## src/rtl/grf_pkg.sv

```systemverilog
// Shared definitions for the general register file: default geometry, the
// hardwired zero register, and helpers for the packed per-port buses.
package grf_pkg;

  localparam int DEF_DATA_W = 32;
  localparam int DEF_ADDR_W = 5;
  localparam int ZERO_REG   = 0;

  // Low bit of port `port` within a packed bus made of `width`-bit fields.
  function automatic int slice_lo(input int port, input int width);
    return port * width;
  endfunction

  // The zero register has no storage or scoreboard state behind it.
  function automatic bit is_zero_reg(input int addr);
    return addr == ZERO_REG;
  endfunction

endpackage

```

## src/rtl/grf_multiport_scoreboard.sv

```systemverilog
// Pending-write scoreboard: one busy bit per register. Set marks an issued
// producer, clear marks its writeback. When both hit one register, set wins.
module grf_scoreboard
  import grf_pkg::*;
#(
  parameter int ADDR_W = DEF_ADDR_W
) (
  input  logic                   clk,
  input  logic                   reset,
  input  logic                   set_en,
  input  logic [ADDR_W-1:0]      set_addr,
  input  logic                   clr_en,
  input  logic [ADDR_W-1:0]      clr_addr,
  output logic [(2**ADDR_W)-1:0] busy
);

  localparam int DEPTH = 2 ** ADDR_W;
  localparam logic [ADDR_W-1:0] ZERO_ADDR = ADDR_W'(ZERO_REG);

  logic [DEPTH-1:0] busy_q;
  logic [DEPTH-1:0] busy_d;
  logic             set_ok;
  logic             clr_ok;

  assign set_ok = set_en && (set_addr != ZERO_ADDR);
  assign clr_ok = clr_en && (clr_addr != ZERO_ADDR);

  always_comb begin
    busy_d = busy_q;
    // Clear applied first so a same-register set overrides it.
    if (clr_ok) begin
      busy_d[clr_addr] = 1'b0;
    end
    if (set_ok) begin
      busy_d[set_addr] = 1'b1;
    end
    busy_d[ZERO_REG] = 1'b0;
  end

  always_ff @(posedge clk) begin
    if (reset) begin
      busy_q <= '0;
    end else begin
      busy_q <= busy_d;
    end
  end

  assign busy = busy_q;

endmodule

```

## src/rtl/grf_multiport.sv

```systemverilog
// Parametrised multi-read-port register file with optional write-to-read
// bypass and a pending-write scoreboard for decode-stage RAW detection.
module grf_multiport
  import grf_pkg::*;
#(
  parameter int DATA_W = DEF_DATA_W,
  parameter int ADDR_W = DEF_ADDR_W,
  parameter int NUM_RD = 2,
  parameter int BYPASS = 1
) (
  input  logic                     clk,
  input  logic                     reset,
  input  logic [NUM_RD*ADDR_W-1:0] rd_addr,
  output logic [NUM_RD*DATA_W-1:0] rd_data,
  output logic [NUM_RD-1:0]        rd_busy,
  input  logic                     we,
  input  logic [ADDR_W-1:0]        wa,
  input  logic [DATA_W-1:0]        wd,
  input  logic                     busy_set,
  input  logic [ADDR_W-1:0]        busy_addr
);

  localparam int DEPTH = 2 ** ADDR_W;
  localparam logic [ADDR_W-1:0] ZERO_ADDR = ADDR_W'(ZERO_REG);
  localparam logic BYP = (BYPASS != 0);

  logic [DATA_W-1:0] mem_q [DEPTH];
  logic [DATA_W-1:0] mem_d [DEPTH];
  logic [DEPTH-1:0]  busy;
  logic              wr_ok;

  assign wr_ok = we && (wa != ZERO_ADDR);

  always_comb begin
    mem_d = mem_q;
    if (wr_ok) begin
      mem_d[wa] = wd;
    end
  end

  always_ff @(posedge clk) begin
    if (reset) begin
      for (int i = 0; i < DEPTH; i++) begin
        mem_q[i] <= '0;
      end
    end else begin
      mem_q <= mem_d;
    end
  end

  grf_scoreboard #(
    .ADDR_W (ADDR_W)
  ) u_scoreboard (
    .clk      (clk),
    .reset    (reset),
    .set_en   (busy_set),
    .set_addr (busy_addr),
    .clr_en   (we),
    .clr_addr (wa),
    .busy     (busy)
  );

  for (genvar p = 0; p < NUM_RD; p++) begin : g_rd
    logic [ADDR_W-1:0] addr;
    logic              hit;
    logic [DATA_W-1:0] data;

    assign addr = rd_addr[slice_lo(p, ADDR_W) +: ADDR_W];
    // A same-cycle writeback both forwards its data and satisfies the pending bit.
    assign hit  = BYP && wr_ok && (wa == addr);
    assign data = (addr == ZERO_ADDR) ? '0 :
                  hit                 ? wd :
                                        mem_q[addr];

    assign rd_data[slice_lo(p, DATA_W) +: DATA_W] = data;
    assign rd_busy[p] = busy[addr] & ~hit;
  end

endmodule

```

## config.mk

```make
export PLATFORM = sky130hd
export DESIGN_NAME = grf_multiport
export DESIGN_NICKNAME = d
export VERILOG_FILES = /design/src/rtl/grf_pkg.sv /design/src/rtl/grf_multiport_scoreboard.sv /design/src/rtl/grf_multiport.sv
export SDC_FILE = /design/constraint.sdc
export NUM_CORES = 2
export LEC_CHECK = 0
export CAP_MARGIN = 20
export CORE_MARGIN = 8
export CORE_UTILIZATION = 35
export CTS_CLUSTER_DIAMETER = 100
export CTS_CLUSTER_SIZE = 28
export DETAILED_ROUTE_END_ITERATION = 6
export GPL_TIMING_DRIVEN = 1
export PLACE_DENSITY = 0.51
export SLEW_MARGIN = 25
export SYNTH_ARGS = -nofsm -noshare
export SYNTH_HDL_FRONTEND = slang
export SYNTH_SLANG_ARGS = --single-unit
export TNS_END_PERCENT = 30
```

## constraint.sdc

```tcl
create_clock -name clk -period 2.45 [get_ports clk]
set_input_delay 0.3675 -clock clk [delete_from_list [all_inputs] [get_ports clk]]
set_output_delay 0.3675 -clock clk [all_outputs]
set_load 0.01 [all_outputs]
```

**Word level (Yosys, flattened, before mapping)**

Cells that the tools add are included.

- Register bits after elaboration: 1056
- Bits of input ports: 56
- Output and inout bits: 66
- Word-level logic and storage cells: 90

- $lt $le $gt $ge: 10
- Equality and inequality tests: 2
- Muxes and demuxes: 23
- Bitwise gates (word level): 10
- Reductions and logical operators: 11

Operators with widths:

| cell | number |
|---|---|
| $bwmux 1024 | 1 |
| $mux 32 | 11 |
| $bmux 32 s5 | 2 |
| $demux 32 s5 | 1 |
| $and 32x32->32 | 1 |
| $not 32->32 | 1 |
| $or 32x32->32 | 1 |
| $lt 5x6->1 const B | 4 |
| $ge 6x6->1 const B | 3 |
| $not 5->6 | 3 |
| $bmux 1 s5 | 2 |
| $demux 1 s5 | 2 |
| $eq 5x5->1 | 2 |
| $ge 5x1->1 const B | 2 |
| $logic_not 5->1 | 2 |
| $reduce_bool 5->1 | 2 |
| $logic_and 1x1->1 | 7 |
| $lt 6x1->1 const B | 1 |
| $mux 1 | 4 |
| $and 1x1->1 | 2 |
| $not 1->1 | 2 |

**Longest topological paths before layout**

- Depth in word-level cells: 9
- Mapped depth: 10
- Gate-level depth less buffers: 5

**Cells and area by module**

A second synthesis with hierarchy kept.

- Cells, all modules: 6289
- Area, all modules: 54300.8 um^2

Modules (own cells, without submodules):

| module | times used | cells an instance | area each (um^2) | seq. area each (um^2) |
|---|---|---|---|---|
| grf_multiport | 1 | 6124 | 52923.3 | 20499.7 |
| grf_scoreboard | 1 | 165 | 1377.6 | 620.6 |

**Least setup slack after synthesis**

OpenSTA, ideal clock, no wires.

- Path type: input -> output
- From: input rd_addr[0]
- To: output rd_data[12]
- Arrival time: 2059 ps
- Data required time: 2082 ps
- Path slack: 23 ps
- Cell stages on the path: 7
- Path buffers: 3
- Path through: buf_2 buf_2 buf_2 mux4_2 mux2i_1 nand2_1 a32o_1

- Longest elaborated chain between the ends: 6
- Elaborated cells on any way between the ends: 9
- Classes of those cells: 1 x eq/ne; 5 x mux; 1 x bitwise; 2 x reduce/logical

Ends and longest elaborated chain:

| item | line | text |
|---|---|---|
| from (decl) | grf_multiport.sv:13 | `input logic [NUM_RD*ADDR_W-1:0] rd_addr,` |
| $not 5->6 (not written as such) | grf_multiport.sv:73 | `mem_q[addr];` |
| $bmux 32 s5 | grf_multiport.sv:73 |  |
| $mux 32 (not written as such) (2 in a row) | grf_multiport.sv:73 |  |
| $mux 32 | grf_multiport.sv:72 | `hit ? wd :` |
| $mux 32 (*) | grf_multiport.sv:71 | `assign data = (addr == ZERO_ADDR) ? '0 :` |
| to (decl) | grf_multiport.sv:14 | `output logic [NUM_RD*DATA_W-1:0] rd_data,` |

Every way passes the cells marked *; elsewhere a longest branch is shown, timed or not. The select of a mux whose other input is x is not followed.

**Final worst setup path**

- From: register mem_q[596] (netlist name)
- To: output rd_data[52]

- Longest elaborated chain between the ends: 5

Ends and longest elaborated chain:

| item | line | text |
|---|---|---|
| from (decl) | grf_multiport.sv:27 | `logic [DATA_W-1:0] mem_q [DEPTH];` |
| from (signal assigned) | grf_multiport.sv:47 | `mem_q <= mem_d;` |
| $bmux 32 s5 | grf_multiport.sv:73 |  |
| $mux 32 (not written as such) (2 in a row) | grf_multiport.sv:73 |  |
| $mux 32 | grf_multiport.sv:72 |  |
| $mux 32 | grf_multiport.sv:71 |  |

No other way between the ends. The select of a mux whose other input is x is not followed.

==> impl_metrics.py <==
metrics = {
    "status": {
        "status": "complete, but fails checks",
        "violations": "negative setup slack",
    },
    "layout": {
        "utilization_pct": 45.2,
        "finalNetCount": 6695,
        "stdcell_count": 8682,
        "layout-drive-gt1-share_pct": 30.1,
        "final_area_um2": 68800,
        "syn2layout_area_growth_pct": 28.2,
        "fill_cells": 14652,
    },
    "timing": {
        "max_slew_margin_pct": 56.2,
        "fin_crit_sh_pct": 126,
        "fmax_mhz": 325,
        "final.setup_skew_ps": 0,
        "tightest_slew_ps": 657,
        "setup_ws_ps": -627,
        "rsz0062_at_grt": "true",
        "setup_violations": 66,
        "final_hold_viol_count": 0,
        "slew_viol_final": 0,
        "whs_ps": 49.8,
        "fin_crit_ps": 3080,
        "fin_tns_setup_ps": -27310,
    },
    "yosys": {
        "yosysTopAreaCellShare_pct": 39.4,
        "syn-num-nets": 6140,
        "yosysWarnings": 0,
        "async_flop_share_pct": 0,
        "synth_most_common_cell": "nand2_1",
        "synth_cells": 6084,
        "synth_edf_count": 0,
        "ys.flop_type": "dfxtp_1",
        "synth_area_um2": 53600,
        "yosysSeqAreaShare_pct": 39.4,
        "yosys_register_bits": 1055,
        "yosysUniqueCellTypes": 61,
        "ys_top_cells_by_area": "dfxtp_1 (39%), mux4_2 (20%), nand2_1 (15%)",
        "synth_top_cell_by_area": "dfxtp_1",
        "synth_commonest_cells": "nand2_1 (2,075), dfxtp_1 (1,055), a21oi_1 (1,022)",
        "synth_area_per_cell_um2": 8.81,
    },
    "setup_path": {
        "rrSetupSlack_ps": 1630,
        "regToRegEndpoint": "u_scoreboard.busy[4]",
        "r2r_cells": 3,
        "timing.rr.start": "u_scoreboard.busy[4]",
        "cp.arrival_ps": 2710,
        "setup.worst_path.end_class": "output port",
        "crit_type": "flip-flop to output port",
        "critical_path.startpoint_type": "flip-flop",
        "worstPathRequired_ps": 2080,
        "critPathMaxFanout": 2,
    },
    "place": {
        "place_hpwl_mm": 169,
        "dp_cells": 8595,
        "gp_congestion": 0.942,
        "pre_cts_slack_ps": -1420,
        "dpl_cell_area_um2": 65300,
        "io_buffers": 121,
    },
    "die": {
        "start_util_pct": 35.3,
        "dieArea_um2": 166000,
        "die_x_um": 407,
        "fp.dieH_um": 407,
        "num_rows": 143,
        "core_area_um2": 152000,
        "pin_count": 122,
    },
    "power": {
        "p_leak_nw": 23.9,
        "p_comb_share_pct": 16.5,
        "p_int_mw": 22.9,
        "p_per_area_nw_per_um2": 468,
        "ir_drop_mv": 0.561,
        "seqPwrFrac_pct": 54.0,
        "sw_frac_of_total_pct": 28.9,
        "p_sw_mw": 9.29,
        "p_clk_share_pct": 29.5,
        "finalPower_mw": 32.2,
    },
    "grt": {
        "track_usage_pct": 29.0,
        "grt_pass1_vias": 48793,
        "grt_max_degree": 116,
        "grt_antenna_before_repair": 14,
        "gr-total-overflow": 0,
        "grt_pass1_wl_mm": 360,
    },
    "drt": {
        "drc_errors": 0,
        "vias_per_cell": 5.93,
        "ant_nets": 0,
        "routed_wl_mm": 253,
        "first_pass_iters": 5,
        "wl_per_cell_um": 29.2,
        "initialDrtViolationCount": 7169,
        "dr_total_vias": 51509,
    },
    "clock_network": {
        "clock-root-buffer": "clkbuf_16",
        "clockBufferDepth": 3,
        "clkTransAtPathRegs_ps": 120,
        "htreeDepth": 2,
        "cts_buffers": 44,
        "clock_sinks": 1055,
        "postCtsHoldBufs": 0,
        "cts_tree": "built",
        "worstSkewPairLatency_ps": 700,
    },
    "worst_hold_path": {
        "worstHoldPathType": "input pin to flip-flop",
        "hold_depth": 2,
        "whs_endpoint": "mem_q[1011]",
        "hold_start": "reset",
    },
    "run": {
        "cap_violations": 0,
    },
}
[logic make-up after synthesis]
family	share of synthesized area, %
muxes	23.5
xor gates and xnor gates	0.163
AOI/OAI and AO/OA	14.6
and+or+nand+nor	16.9
DFF	39.4
buffers and inverters	5.43
[sequential cells by signal, summed over array words and instances (netlist names)]
signal and cells:
u_scoreboard.busy 31, mem_q 1024
[metal layers]
layer | GRT usage (%) | vias to the layer above | routed length [um]
met5 | 0 | - | 75
met4 | 13.0 | 6 | 13200
met3 | 5.91 | 540 | 26700
met2 | 44.0 | 3054 | 110000
met1 | 39.9 | 25521 | 103000
li1 | - | 22388 | -
[what timing repair did]
action / in CTS / in global routing
setup buffers: 31 / 12
pin swaps: 81 / 37
gates resized for setup: 544 / 169
hold endpoints to repair: 0 / 0
endpoints found under the setup margin: 66 / 66
gates cloned: 7 / 1
[worst max-delay path, cell delays in order, from the launching register on]
cell and delay (ps):
dfxtp_2 350, buf_6 110, mux4_2 480, a22o_1 260, a221oi_2 230, buf_4 210, o21a_1 150, a21oi_2 70
buf_12 150
[cells in the final DEF (no fill, tap or decap), types with 38 or more instances in the layout]
cell type,instances
clkdlybuf4s50_1,38
dfxtp_2,73
dfxtp_1,982
o22ai_1,50
buf_12,229
buf_4,740
a21oi_1,1012
o22ai_2,41
mux2i_1,183
buf_6,56
nand2_1,2042
a22oi_1,40
clkbuf_16,47
nor2_1,61
buf_2,41
mux4_2,470
nor2b_1,41
[power groups by stage]
| stage | clock network (mW) | logic [mW] | registers (mW) |
|---|---|---|---|
| finish | 9.50 | 5.31 | 17.4 |
| global route | 10.1 | 5.43 | 17.4 |
| CTS | 9.61 | 5.10 | 17.4 |
| detailed placement | 0 | 4.86 | 17.7 |
| global placement | 0 | 4.86 | 17.7 |
| floorplan | 0 | 2.28 | 17.7 |
[cell type report]
type | instances | area [um2] | area share, %
clock inverters | 8 | 62.6 | 0.0910
clock buffers | 49 | 1150 | 1.67
well taps | 2030 | 2540 | 3.69
repair buffers | 1155 | 12200 | 17.7
flip-flops and latches | 1055 | 21200 | 30.8
multi-input cells | 4379 | 31600 | 46.0
inverters | 4 | 15.0 | 0.0218
diodes | 2 | 5.00 | 0.00728
[how the worst max path moves through the flow]
stage          startpoint          end  slack [ps]  cells past startpoint
3_3_place_gp   rd_addr[3]   rd_data[2]       -1450                     11
4_1_cts        mem_q[596]  rd_data[52]        -670                      8
5_1_grt        mem_q[532]  rd_data[52]        -690                      8
6_report       mem_q[596]  rd_data[52]        -630                      8
3_5_place_dp   rd_addr[3]   rd_data[2]       -1420                     11
2_1_floorplan  rd_addr[0]  rd_data[12]          20                      7
Note: power is estimated with default switching activity, not from simulation.
